<file path="src/rtl/lcd_pkg.sv">
// Shared types, default timing and command codes for the character-LCD bus writer.
package lcd_pkg;

    typedef enum logic [2:0] {
        ST_IDLE  = 3'd0,
        ST_SETUP = 3'd1,
        ST_EN_HI = 3'd2,
        ST_HOLD  = 3'd3,
        ST_EXEC  = 3'd4,
        ST_DONE  = 3'd5
    } lcd_state_t;

    // Defaults assume a 50 MHz iCLK.
    localparam int DEF_T_SETUP     = 4;
    localparam int DEF_T_EN_HI     = 16;
    localparam int DEF_T_HOLD      = 4;
    localparam int DEF_T_EXEC      = 2000;
    localparam int DEF_T_EXEC_LONG = 82000;
    localparam int MIN_CNT_W       = 17;

    localparam logic [7:0] CMD_CLR      = 8'h01;
    localparam logic [7:0] CMD_HOME     = 8'h02;
    localparam logic [7:0] CMD_HOME_ALT = 8'h03;

    function automatic int max_int(input int a, input int b);
        return (a > b) ? a : b;
    endfunction

    // Clear and return-home need the long execution wait.
    function automatic logic is_long_cmd(input logic rs, input logic [7:0] data);
        return !rs && (data == CMD_CLR || data == CMD_HOME || data == CMD_HOME_ALT);
    endfunction

endpackage

</file>
<file path="src/rtl/lcd_timer.sv">
// Loadable down-counter with a zero flag; holds at zero until reloaded.
module lcd_timer #(
    parameter int WIDTH = 17
) (
    input  logic             iCLK,
    input  logic             iRST,
    input  logic             load,
    input  logic [WIDTH-1:0] load_value,
    output logic             zero
);

    logic [WIDTH-1:0] count;

    always_ff @(posedge iCLK or posedge iRST) begin
        if (iRST) begin
            count <= '0;
        end else if (load) begin
            count <= load_value;
        end else if (count != '0) begin
            count <= count - WIDTH'(1);
        end
    end

    assign zero = (count == '0);

endmodule

</file>
<file path="src/rtl/lcd_bus_writer.sv">
// Performs one timed HD44780-style bus write per iStart rising edge and
// reports completion only after the controller's execution time has elapsed.
module lcd_bus_writer
    import lcd_pkg::*;
#(
    parameter int T_SETUP     = DEF_T_SETUP,
    parameter int T_EN_HI     = DEF_T_EN_HI,
    parameter int T_HOLD      = DEF_T_HOLD,
    parameter int T_EXEC      = DEF_T_EXEC,
    parameter int T_EXEC_LONG = DEF_T_EXEC_LONG
) (
    input  logic       iCLK,
    input  logic       iRST,
    input  logic [7:0] iDATA,
    input  logic       iRS,
    input  logic       iStart,
    output logic       oDone,
    output logic       oBusy,
    output logic [7:0] LCD_DATA,
    output logic       LCD_RW,
    output logic       LCD_EN,
    output logic       LCD_RS
);

    localparam int MAX_T = max_int(max_int(max_int(T_SETUP, T_EN_HI), max_int(T_HOLD, T_EXEC)),
                                   T_EXEC_LONG);
    localparam int CNT_W = max_int($clog2(MAX_T), MIN_CNT_W);

    // Each state is entered with (duration-1) so that a duration of 1 is a single cycle.
    localparam logic [CNT_W-1:0] LD_SETUP     = CNT_W'(T_SETUP - 1);
    localparam logic [CNT_W-1:0] LD_EN_HI     = CNT_W'(T_EN_HI - 1);
    localparam logic [CNT_W-1:0] LD_HOLD      = CNT_W'(T_HOLD - 1);
    localparam logic [CNT_W-1:0] LD_EXEC      = CNT_W'(T_EXEC - 1);
    localparam logic [CNT_W-1:0] LD_EXEC_LONG = CNT_W'(T_EXEC_LONG - 1);

    lcd_state_t       state;
    lcd_state_t       state_nx;
    logic             start_q;
    logic             request;
    logic             timer_load;
    logic [CNT_W-1:0] timer_value;
    logic             timer_zero;
    logic             en_q;
    logic             rs_q;
    logic [7:0]       data_q;

    assign request = iStart & ~start_q;

    lcd_timer #(
        .WIDTH(CNT_W)
    ) u_timer (
        .iCLK      (iCLK),
        .iRST      (iRST),
        .load      (timer_load),
        .load_value(timer_value),
        .zero      (timer_zero)
    );

    // History resets high so a start line already high at reset release is not an edge.
    always_ff @(posedge iCLK or posedge iRST) begin
        if (iRST) begin
            state   <= ST_IDLE;
            start_q <= 1'b1;
            en_q    <= 1'b0;
            rs_q    <= 1'b0;
            data_q  <= 8'h00;
        end else begin
            state   <= state_nx;
            start_q <= iStart;
            en_q    <= (state_nx == ST_EN_HI);
            if (state == ST_IDLE && request) begin
                data_q <= iDATA;
                rs_q   <= iRS;
            end
        end
    end

    always_comb begin
        state_nx    = state;
        timer_load  = 1'b0;
        timer_value = '0;
        case (state)
            ST_IDLE: begin
                if (request) begin
                    state_nx    = ST_SETUP;
                    timer_load  = 1'b1;
                    timer_value = LD_SETUP;
                end
            end
            ST_SETUP: begin
                if (timer_zero) begin
                    state_nx    = ST_EN_HI;
                    timer_load  = 1'b1;
                    timer_value = LD_EN_HI;
                end
            end
            ST_EN_HI: begin
                if (timer_zero) begin
                    state_nx    = ST_HOLD;
                    timer_load  = 1'b1;
                    timer_value = LD_HOLD;
                end
            end
            ST_HOLD: begin
                if (timer_zero) begin
                    state_nx    = ST_EXEC;
                    timer_load  = 1'b1;
                    timer_value = is_long_cmd(rs_q, data_q) ? LD_EXEC_LONG : LD_EXEC;
                end
            end
            ST_EXEC: begin
                if (timer_zero) begin
                    state_nx = ST_DONE;
                end
            end
            ST_DONE: begin
                state_nx = ST_IDLE;
            end
            default: begin
                state_nx = ST_IDLE;
            end
        endcase
    end

    assign oDone    = (state == ST_DONE);
    assign oBusy    = (state != ST_IDLE);
    assign LCD_EN   = en_q;
    assign LCD_RS   = rs_q;
    assign LCD_DATA = data_q;
    assign LCD_RW   = 1'b0;

endmodule
</file>
<file path="config.mk">
export PLATFORM = sky130hd
export DESIGN_NAME = lcd_bus_writer
export DESIGN_NICKNAME = d
export VERILOG_FILES = /design/src/rtl/lcd_pkg.sv /design/src/rtl/lcd_timer.sv /design/src/rtl/lcd_bus_writer.sv
export SDC_FILE = /design/constraint.sdc
export NUM_CORES = 1
export LEC_CHECK = 0
export ABC_CLOCK_PERIOD_IN_PS = 2700
export CORE_ASPECT_RATIO = 2
export CORE_UTILIZATION = 40
export DETAILED_ROUTE_END_ITERATION = 10
export SYNTH_ARGS = -nofsm -noshare
export SYNTH_HDL_FRONTEND = slang
export SYNTH_HIERARCHICAL = 1
export SYNTH_SLANG_ARGS = --single-unit
</file>
<file path="constraint.sdc">
create_clock -name iCLK -period 2.7 [get_ports iCLK]
set_input_delay 0.54 -clock iCLK [delete_from_list [all_inputs] [get_ports iCLK]]
set_output_delay 0.54 -clock iCLK [all_outputs]
set_load 0.01 [all_outputs]
</file>
Yosys cells after proc, flatten, opt, wreduce, memory -nomap -nowiden
Cells that the tools add are included.
{"block": "word_totals", "register_bits": 31, "output_inout_bits": 13, "wordCells": 46, "in_bits": 12}
{"block": "op_classes", "n_reduce_logical": 11, "muxes": 17, "eq_ne": 9, "addsub": 1, "bitwise": 2}
{"operator": "$mux 17", "n": 4}
{"operator": "$pmux 17 s4", "n": 1}
{"operator": "$logic_not 17->1", "n": 1}
{"operator": "$reduce_bool 17->1", "n": 1}
{"operator": "$sub 17x1->17 const B", "n": 1}
{"operator": "$eq 8x2->1 const B", "n": 2}
{"operator": "$mux 3", "n": 5}
{"operator": "$pmux 3 s5", "n": 1}
{"operator": "$eq 3x2->1 const B", "n": 3}
{"operator": "$eq 8x1->1 const B", "n": 1}
{"operator": "$eq 3x3->1 const B", "n": 2}
{"operator": "$mux 2", "n": 2}
{"operator": "$mux 4", "n": 1}
{"operator": "$eq 3x1->1 const B", "n": 1}
{"operator": "$logic_not 3->1", "n": 1}
{"operator": "$reduce_bool 3->1", "n": 1}
{"operator": "$reduce_or 3->1", "n": 1}
{"operator": "$logic_and 1x1->1", "n": 2}
{"operator": "$logic_or 1x1->1", "n": 2}
{"operator": "$mux 1", "n": 2}
{"operator": "$pmux 1 s2", "n": 1}
{"operator": "$reduce_bool 2->1", "n": 1}
{"operator": "$and 1x1->1", "n": 1}
{"operator": "$logic_not 1->1", "n": 1}
{"operator": "$not 1->1", "n": 1}

Logic depth before layout (Yosys ltp)
{"block": "logic_depth", "word_depth": 8, "mapped_depth": 11, "depth_no_buf": 10}

Modules after synthesis
The synthesis kept the hierarchy.
{"module": "lcd_timer", "n_inst": 1, "area_per_inst_um2": 1062.3, "seq_area_each_um2": 425.4, "cells_each": 109}
{"module": "lcd_bus_writer", "n_inst": 1, "area_per_inst_um2": 670.6, "seq_area_each_um2": 351.6, "cells_each": 55}

Worst setup path after synthesis
OpenSTA, ideal clock, no wires.
{"block": "synth_timing", "path_type": "register -> register", "from": "reg u_timer.count[0]", "to": "reg u_timer.count[2]", "arrival_time_ns": 2.487, "setup_time_ns": 0.096, "path_stages_with_launch": 12, "synth_period_minus_slack_ns": 2.583, "path_slack_ns": 0.117, "path_buffers": 2, "path_cell_list": "dfrtp_1 inv_1 ha_1 nor4b_2 nand4_1 clkinv_1 nand2b_1 o21ai_0 clkbuf_1 clkbuf_1 nand2_1 o31ai_1"}
{"block": "synth_between", "elab_chain_len": 4, "word_cells_on_any_way": 11}
{"item": "start: declaration", "line": "lcd_timer.sv:12", "source": "logic [WIDTH-1:0] count;"}
{"item": "start signal: assignment", "line": "lcd_timer.sv:18", "source": "count <= load_value;"}
{"item": "start signal: assignment", "line": "lcd_timer.sv:20", "source": "count <= count - WIDTH'(1);"}
{"item": "$logic_not 17->1 *", "line": "lcd_timer.sv:24", "source": "assign zero = (count == '0);"}
{"item": "named net timer_zero", "line": "lcd_bus_writer.sv:42", "source": "logic timer_zero;"}
{"item": "$mux 1 *", "line": "lcd_bus_writer.sv:91, lcd_bus_writer.sv:98, lcd_bus_writer.sv:105"}
{"item": "$pmux 1 s2 *", "line": "lcd_bus_writer.sv:82", "source": "case (state)"}
{"item": "named net timer_load", "line": "lcd_bus_writer.sv:40", "source": "logic timer_load;"}
{"item": "$mux 17 or $reduce_bool 2->1 (tied branches)"}
The timed path passes the listed nets; every way through them passes the cells marked *. The select of a mux whose other input is x is not followed.
A chain may end at the register's enable or synchronous reset.

Worst setup path in the final report
{"block": "layout_timing", "from": "reg u_timer.count[7]", "to": "reg u_timer.count[15]"}
The elaborated chain is that of the path after synthesis.

==> impl_metrics.ini <==
[status]
status = finished clean

[worst_setup_path]
r2r_cells = 8
cp-endpoint = u_timer/count[15]
crit_start = u_timer/count[7]
critical_path_class = reg2reg
critical_path_arrival_ns = 2.53
start_kind = flop
reg2reg_from = u_timer/count[7]
path_max_fanout = 10
cp.required_ns = 2.87
crit_path_end_kind = flop
rr_endpoint = u_timer/count[15]
r2r_slack_ns = 0.34

[drt]
drtAntennaViolNets = 0
first_iter_violations = 48
drt-pass1-iter-count = 5
routed_wl_mm = 3.852
routed_via_density = 5.458
avgRoutedWirePerCell_um = 15.23
route.detailed.drc = 0
vias = 1381

[clocking]
insertion_delay_ns = 0.28
h-tree-depth = 2
cts_root_buffer = clkbuf_8
clkSinkCount = 31
cts.repair.resized = 0
clk_pin_slew_ns = 0.07
cts_hold_buf = 0
postCtsSetupBuffers = 0
cts_tree = built
cts_max_path_buffers = 2
cts-buffers-inserted = 5

[timing]
slew_violations = 0
relSlewSlack_pct = 55.09
hold_viol_final = 0
clock.fmax_ghz = 0.4234
rsz0062_at_grt = no
tightest_slew_ns = 0.6729
finalCritPeriodShare_pct = 87.48
tns_ns = 0
setup_viol = 0
clock_skew_ns = 0.009129
period_needed_ns = 2.362

[logic_synthesis]
synth-seq-cells = 31
synth_edf_count = 0
yosysWarnings = 6
synth_top_cell_area_share_pct = 43.32
yosysSeqAreaShare_pct = 44.84
syn_area_per_cell_um2 = 10.57
ys.flop_type = dfrtp_1
ys_async_sr_fraction_pct = 100.0
synth_common_cells = 30 x dfrtp_1, 17 x nand2_1, 8 x nor2_1, 8 x o21ai_0
yosysMostFrequentCell = dfrtp_1
yosysTopAreaCell = dfrtp_1
syn_area_um2 = 1733
synth_cells = 164
ys_types = 51
synthTopCellsByArea = dfrtp_1 43%, mux2_4 6.1%, nand2_1 3.7%

[global_route]
grt_max_degree = 18
track_usage_pct = 18.19
grt_pass1_vias = 1454
antenna_found_initial = 0
grt_pass1_wl_mm = 6.396
grt_overflow_total = 0

[floorplan]
die-height_um = 95.08
rows = 33
die-width_um = 48.54
core_area_um2 = 4129
ios = 25
dieArea_um2 = 4615
start_util_pct = 41.97

[power_and_ir_drop]
swShare_pct = 36.52
powerDensity_nw_per_um2 = 903.2
leakagePower_nw = 0.9511
p_seq_share_pct = 42.9
power_frac_comb_pct = 39.2
pwr-share-clk_pct = 17.9
switchingPower_mw = 0.7061
vdd_drop_max_mv = 0.4813
p_int_mw = 1.227

[cells_and_area]
drive_above_1_share_pct = 17.41
final_nets = 213
area_growth_pct = 23.54
post-route-util_pct = 51.85
diodes = 0

[place]
hpwl_mm = 2.930
io_buffers = 23
place_congestion = 0.8097

[flow_run]
drv_cap = 0

[worst_hold_path]
worst_hold_path_type = reg2reg
-- cells in the final DEF (no fill, tap or decap), types with 2 or more instances in the layout --
cell / synthesis / routed
xor2_1: 3 / 3
a21boi_0: 2 / 2
dfrtp_1: 30 / 30
clkbuf_8: 0 / 5
clkdlybuf4s50_1: 0 / 23
nor2_1: 8 / 8
nor3_1: 6 / 6
o21ai_0: 8 / 7
mux2i_1: 3 / 3
nand2_1: 17 / 17
inv_1: 7 / 7
nor4_2: 3 / 3
clkbuf_1: 4 / 3
a21oi_1: 6 / 6
or2_2: 2 / 2
nor4_1: 3 / 3
mux2_2: 3 / 3
buf_4: 1 / 8
a22o_1: 4 / 4
nand2b_1: 2 / 2
o31ai_1: 4 / 4
or4_1: 2 / 2
xnor2_1: 6 / 6
conb_1: 1 / 7
o21ai_1: 1 / 2
and3b_1: 3 / 3
mux2_4: 7 / 7
nand4_1: 2 / 2
-- power groups by stage --
stage	registers [mW]	clock network, mW	logic [mW]
after floorplan	0.801	0	0.531
after global placement	0.823	0	0.733
after detailed placement	0.833	0	0.753
after CTS	0.828	0.364	0.758
after global routing	0.852	0.378	0.825
final	0.830	0.346	0.758
-- worst max-delay path, cell delays in order (launching register included) --
cell	delay (ns)
dfrtp_1	0.43
nor4_2	0.51
nand4_1	0.21
clkinv_1	0.10
nand2b_1	0.07
o21ai_1	0.50
buf_4	0.28
nand2b_1	0.06
o31a_1	0.09
-- routing by layer --
layer | wire length [µm] | GRT usage [%] | part of all wire [%] | up-vias
li1 | - | - | - | 656
met1 | 1477 | 17.95 | 38 | 673
met2 | 2169 | 35.68 | 56 | 45
met3 | 135 | 3.509 | 3.5 | 7
met4 | 70 | 8.578 | 1.8 | 0
met5 | 0 | 0 | 0 | -
-- registers in the layout (all words and copies together), names as in the netlist --
| name | count |
|---|---|
| LCD_DATA | 8 |
| state | 3 |
| start_q | 1 |
| LCD_RS | 1 |
| LCD_EN | 1 |
| u_timer/count | 17 |
-- metrics by stage --
| step | power (mW) | setup WS, ns | hold WS (ns) | std cells | cell area (µm²) |
|---|---|---|---|---|---|
| 6_report | 1.933 | 0.3380 | 0.5405 | 253 | 2141 |
| 5_1_grt | 2.056 | 0.01885 | 0.5525 | 253 | 2141 |
| 4_1_cts | 1.950 | 0.3082 | 0.5453 | 253 | 2141 |
| 3_5_place_dp | 1.587 | 0.3309 | 0.5240 | 245 | 2061 |
| 3_3_place_gp | 1.557 | 0.4280 | 0.5259 | 245 | 2061 |
| 2_1_floorplan | 1.332 | 0.1174 | 0.4285 | 170 | 1755 |
-- area by class of cell --
type	instances	area [µm²]
inverters	8	30.03
well taps	52	65.06
clock buffers	8	80.08
multi-input cells	123	898.4
flip-flops and latches	31	777.0
repair buffers	31	290.3
fillers	382	1988
-- cells by family after synthesis --
group	Yosys count	synth area share, %
buffers and inverters	16	4.621
AOI/OAI and AO/OA	35	14.15
adders and majority gates	1	0.7219
xor gates and xnor gates	9	4.549
and+or+nand+nor	58	21.16
DFF	31	44.84
other	1	0.2164
muxes	13	9.747
-- worst min path at each step --
| stage | start | endpoint | slack (ns) | depth (start not counted) |
|---|---|---|---|---|
| floorplan | iRST | LCD_DATA[0] | 0.43 | 1 |
| global placement | LCD_DATA[3] | LCD_DATA[3] | 0.53 | 1 |
| detailed placement | LCD_DATA[7] | LCD_DATA[7] | 0.52 | 1 |
| CTS | LCD_DATA[3] | LCD_DATA[3] | 0.55 | 1 |
| global route | LCD_DATA[3] | LCD_DATA[3] | 0.55 | 1 |
| finish | LCD_DATA[3] | LCD_DATA[3] | 0.54 | 1 |
Power figures use the tool's default switching activity.
